$ cat config.mk
export PLATFORM = sky130hd
export DESIGN_NAME = mux_n_to_1_reg
export DESIGN_NICKNAME = d
export VERILOG_FILES = /design/src/rtl/mux_n_to_1_reg.sv
export SDC_FILE = /design/constraint.sdc
export NUM_CORES = 1
export LEC_CHECK = 0
export ABC_CLOCK_PERIOD_IN_PS = 1800
export BUFFER_PORTS_ARGS = -buffer_cell sky130_fd_sc_hd__buf_4
export CORE_MARGIN = 3
export CORE_UTILIZATION = 39
export CTS_BUF_LIST = sky130_fd_sc_hd__clkbuf_4
export DETAILED_ROUTE_END_ITERATION = 8
export PLACE_DENSITY = 0.77
export SYNTH_ARGS = -nofsm -noshare
export SYNTH_HDL_FRONTEND = slang
export SYNTH_SLANG_ARGS = --single-unit
$ cat constraint.sdc
create_clock -name clk -period 1.8 [get_ports clk]
set_input_delay 0.09 -clock clk [delete_from_list [all_inputs] [get_ports clk]]
set_output_delay 0.09 -clock clk [all_outputs]
set_load 0.01 [all_outputs]
$ cat src/rtl/mux_n_to_1_reg.sv
// Registered NUM_IN:1 valid/ready channel selector with a select lock for
// multi-beat transfers and a registered out-of-range select flag.
module mux_n_to_1_reg #(
  parameter int WIDTH  = 16,
  parameter int NUM_IN = 4,
  parameter int SEL_W  = 2
) (
  input  logic                    clk,
  input  logic                    reset,
  input  logic [NUM_IN*WIDTH-1:0] in_data,
  input  logic [NUM_IN-1:0]       in_valid,
  output logic [NUM_IN-1:0]       in_ready,
  input  logic [SEL_W-1:0]        sel,
  input  logic                    lock,
  output logic [WIDTH-1:0]        out_data,
  output logic                    out_valid,
  input  logic                    out_ready,
  output logic                    sel_err
);

  // One extra bit so NUM_IN == 2**SEL_W still compares correctly.
  localparam logic [SEL_W:0] NUM_IN_W = (SEL_W+1)'(NUM_IN);

  logic             lock_active;
  logic [SEL_W-1:0] locked_sel;
  logic [SEL_W-1:0] eff_sel;
  logic             in_range;
  logic             can_load;
  logic             xfer;
  logic [WIDTH-1:0] sel_data;

  // Effective select, range check and output-slot availability.
  always_comb begin
    eff_sel  = lock_active ? locked_sel : sel;
    in_range = ({1'b0, eff_sel} < NUM_IN_W);
    can_load = !out_valid || out_ready;
  end

  // Per-channel ready, selected data and transfer detect.
  always_comb begin
    in_ready = '0;
    sel_data = '0;
    xfer     = 1'b0;
    for (int i = 0; i < NUM_IN; i++) begin
      if (!reset && can_load && in_range && (eff_sel == SEL_W'(i))) begin
        in_ready[i] = 1'b1;
        sel_data    = in_data[i*WIDTH +: WIDTH];
        xfer        = in_valid[i];
      end else begin
        in_ready[i] = 1'b0;
      end
    end
  end

  // Lock state, error flag and output register.
  always_ff @(posedge clk) begin
    if (reset) begin
      lock_active <= 1'b0;
      locked_sel  <= '0;
      sel_err     <= 1'b0;
      out_data    <= '0;
      out_valid   <= 1'b0;
    end else begin
      lock_active <= lock;
      if (lock && !lock_active) begin
        locked_sel <= sel;
      end
      sel_err <= !in_range;
      if (xfer) begin
        out_data  <= sel_data;
        out_valid <= 1'b1;
      end else if (out_ready) begin
        out_valid <= 1'b0;
      end
    end
  end

endmodule

[After elaboration in Yosys (flattened, before gate mapping)]
Cells that the tools add are included.
Storage, ports and cells
  register bits after elaboration: 20
  bits of input ports: 74
  logic and storage cells: 34
Cells by class
  equal/unequal tests: 3
  muxes and demuxes: 15
  reductions and logical operators: 12
Operator list (number)
  $mux W16: 4
  $mux W1: 10
  $logic_and A1 B1 Y1: 6
  $eq A2 B2 Y1 const B: 2
  $logic_not A1 Y1: 3
  $eq A2 B1 Y1 const B: 1
  $logic_not A2 Y1: 1
  $mux W2: 1
  $reduce_bool A2 Y1: 1
  $logic_or A1 B1 Y1: 1

[Logic depth before layout (Yosys ltp)]
  word-level depth: 9
  gate-level depth with buffers: 7

[Worst setup path before layout]
No wires, ideal clock.
  path type: register to register
  start point: register lock_active
  end point: register out_valid
  library setup time: 0.115 ns
  arrival: 1.751 ns
  data required time: 1.685 ns
  slack: -0.065 ns
  cell stages (with the launch flop): 8
  path buffers: 3
  clock period less this slack: 1.865 ns
  cells stage by stage: dfxtp_1 > mux2i_1 > buf_6 > mux2_4 > a22o_1 > buf_6 > buf_6 > o21a_1
Between the ends
  cells in the longest elaborated chain, start to end: 8
  elaborated cells on any way between the ends: 15
Ends and longest elaborated chain
  from (decl): RTL line 24  | logic lock_active;
  from (signal assigned): RTL line 64  | lock_active <= lock;
  $mux W2 (*): RTL line 34  | eff_sel = lock_active ? locked_sel : sel;
  $logic_not A2 Y1: RTL line 45  | if (!reset && can_load && in_range && (eff_sel == SEL_W'(i))) begin
  $logic_and A1 B1 Y1: RTL line 45
  $mux W1 (3 in a row): RTL line 45
  $mux W1 (*): RTL line 45
  $mux W1 / $reduce_bool A2 Y1 (equally long branches)
  to (signal assigned): RTL line 62  | out_valid <= 1'b0;
  to (signal assigned): RTL line 71  | out_valid <= 1'b1;
  to (signal assigned): RTL line 73  | out_valid <= 1'b0;
  to (decl): RTL line 16  | output logic out_valid,
Mark *: on every way between the ends. The rest lies on a longest branch, timed or not.
A chain may end at the register's enable or synchronous reset.

[Worst setup path in the final report]
  start point: register lock_active
  end point: register out_data[9]
Between the ends
  cells in the longest elaborated chain, start to end: 7
  elaborated cells on any way between the ends: 17
Ends and longest elaborated chain
  $mux W2 (*): RTL line 34
  $logic_not A2 Y1: RTL line 45
  $logic_and A1 B1 Y1: RTL line 45
  $mux W16 / $mux W1 (equally long branches) (4 in a row): RTL line 45
  to (signal assigned): RTL line 70  | out_data <= sel_data;
  to (decl): RTL line 15  | output logic [WIDTH-1:0] out_data,
Marks and branches as above.

==> results.cfg <==
[place]
io_buffer_count = 94
dp_worst_setup_slack_ns = -0.02438
detailed_place_hpwl_um = 3637
post_dp_cell_area_um2 = 2223
finalWeightedCongestion = 0.7800

[worst_hold_path]
min_path_type = in -> reg
worst_hold_path.num_cells = 3
min_delay_worst_endpoint = locked_sel[1]
hold_start = sel[1]

[clock_network]
clkTransAtPathRegs_ns = 0.13
clock-sinks = 20
cts.path.max_buffers = 2
insertion_delay_ns = 0.33
cts-root-buf = sky130_fd_sc_hd__clkbuf_4
cts_max_level = 1
cts_buffers = 3
cts_tree = built

[setup_path]
critical_path_class = reg -> reg
r2r_setup_slk_ns = -0.002
start_kind = register
capturing_point_of_the_worst_reg2reg_path = out_data[9]
cp-end-kind = register
crit_arrival_ns = 2.05
r2r_cells = 6
timing.critical_path.fanout_max = 9
cp_data_required_time_ns = 2.05
beginning_of_the_worst_register_to_register_path = lock_active

[pwr]
vdd_drop_max_mv = 0.4958
leakage_nw = 1.128
power_density_cells_nw_per_um2 = 636.3
total_chip_power_mw = 1.544

[global_routing]
globalRouteOverflowTotal = 0
total_routing_usage_reported_by_global_routing = 0.2024
first_global_vias = 1372
wire_length_of_the_first_global_routing_pass_um = 6837
grt_start_max_net_pins = 23
number_of_antenna_violations_at_the_first_check_in_global_routing = 0

[synth]
synth_cell_type_count = 25
yosys.area.top_type = sky130_fd_sc_hd__dfxtp_1
syn-instance-count = 141
yosys.area.top_type_share = 0.2783
synth_top_cells_by_area = sky130_fd_sc_hd__dfxtp_1, sky130_fd_sc_hd__mux2i_1, sky130_fd_sc_hd__a221oi_1
postSynthNetCount = 215
synth_enable_flop_cells = 0
yosys_warnings = 0
synth.top_cells.by_count = sky130_fd_sc_hd__mux2i_1, sky130_fd_sc_hd__dfxtp_1, sky130_fd_sc_hd__a221oi_1, sky130_fd_sc_hd__o22a_1, sky130_fd_sc_hd__a211oi_2
yosysMostFrequentCell = sky130_fd_sc_hd__mux2i_1
syn-cell-area_um2 = 1439
yosys_most_used_dff = sky130_fd_sc_hd__dfxtp_1
synth.yosys.seq_area_share = 0.2783
synth_async_sr_flop_share = 0
post_synth.cell_area_avg_um2 = 10.20
postSynthRegisterBits = 20

[status]
status = finished with violations
violations_in_the_final_reports = negative setup slack

[route]
route.detailed.drc = 0
drt_pre_antenna_iters = 4
routed_via_density = 5.555
drt-initial-drc-count = 63
routed_wl_um = 4848
vias = 1572
wl_per_cell_um = 17.13
drtAntennaViolNets = 0

[timing]
min_period_over_period = 1.001
fmax_ghz = 0.5549
finalWorstPathRequiredPeriod_ns = 1.802
rsz_0062_raised_after_global_routing = yes
clock-skew-final_ns = 0.01813
holdWs_ns = 0.04008
drv_slew = 0
setup_viol_count_final = 1
final_report_hold_violation_count = 0
timing.final.ws_setup_ns = -0.002120

[flow_run]
max_cap_viol_count = 0

[cells_and_area]
fin_util = 0.7048
num-nets-final = 312
syn2layout_area_growth_pct = 68.61
finish.instance_area_um2 = 2426
diodes = 0
fillCellCount = 271
drive_above_1_share = 0.5992

[die]
initial_core_util = 0.4180
fp-row-count = 21
die_area_um2 = 4454
core_region_area_um2 = 3442
chipWidth_um = 66.74
ioPinCount = 96
dieHeight_um = 66.74
==> metrics by stage <==
stage           TNS (ns)  cells
2_1_floorplan   -0.01452    141
3_3_place_gp           0    277
3_5_place_dp    -0.03717    277
4_1_cts                0    283
5_1_grt          -0.6258    283
6_report       -0.002120    283
==> logic make-up (layout without fill, tap and decap cells) <==
logic type      Yosys count  after routing  synth area share
compound gates           50             50            0.3209
flops                    20             20            0.2783
other cells               1              1          0.002606
simple gates             14             14           0.05565
mux                      38             38            0.2687
buf+inv                  18            114           0.07391
==> critical path: stages, from the launching register on <==
cell,delay [ns]
sky130_fd_sc_hd__dfxtp_4,0.40
sky130_fd_sc_hd__mux2i_4,0.27
sky130_fd_sc_hd__buf_6,0.14
sky130_fd_sc_hd__mux2_4,0.32
sky130_fd_sc_hd__a22o_4,0.25
sky130_fd_sc_hd__buf_12,0.14
sky130_fd_sc_hd__a211oi_1,0.21
==> area by class of cell <==
type                       instances  area (um^2)  share of cell area
clock buffer                       3        22.52            0.009283
inverter                           1        3.754            0.001547
sequential                        20        404.1              0.1666
multi-input combinational        103         1047              0.4317
tap                               46        57.56             0.02372
timing repair buffer             109        860.8              0.3548
clock inverter                     1        30.03             0.01238
==> state kept, by name, indices dropped and copies added (netlist names) <==
register     cells
out_valid        1
out_data        16
lock_active      1
locked_sel       2
==> power by group <==
group / internal [mW] / leakage (nW) / total [mW] / switching [mW]
Clock: 0.226 / 0.0279 / 0.380 / 0.154
Sequential: 0.484 / 0.165 / 0.517 / 0.0322
Combinational: 0.365 / 0.935 / 0.647 / 0.282
==> layout by cell type, fill, tap and decap left out, drive strengths merged, types with 2 or more instances in the layout <==
master,netlist,routed
mux2i,36,36
clkbuf,5,3
a211oi,16,16
o22a,16,16
mux2,2,2
nor2b,3,3
and2,2,2
a221oi,16,16
buf,12,108
dfxtp,20,20
nor2,4,4
==> how the worst max path moves through the flow <==
stage                     start          end  slack (ns)  depth (start not counted)
finish              lock_active  out_data[9]      -0.002                          6
global route        lock_active  out_data[9]       -0.08                          6
CTS                 lock_active  in_ready[0]       0.007                          5
detailed placement  lock_active  out_data[5]       -0.02                          5
global placement    lock_active  out_data[1]        0.07                          5
floorplan           lock_active    out_valid       -0.01                          7
==> timing repair <==
item,in CTS,in global routing
buffers inserted,1,0
endpoints found under the hold margin,1,0
resized for setup,2,23
cloned,0,0
hold buffers,1,0
endpoints found under the setup margin,12,17
==> routing by layer <==
layer	GRT usage	vias to the layer above	wire length [um]
li1	-	757	-
met1	0.2721	743	2012
met2	0.3255	63	2421
met3	0.03035	9	323
met4	0.07360	0	90
met5	0	-	0
No activity file was read; power rests on OpenSTA's default activity.
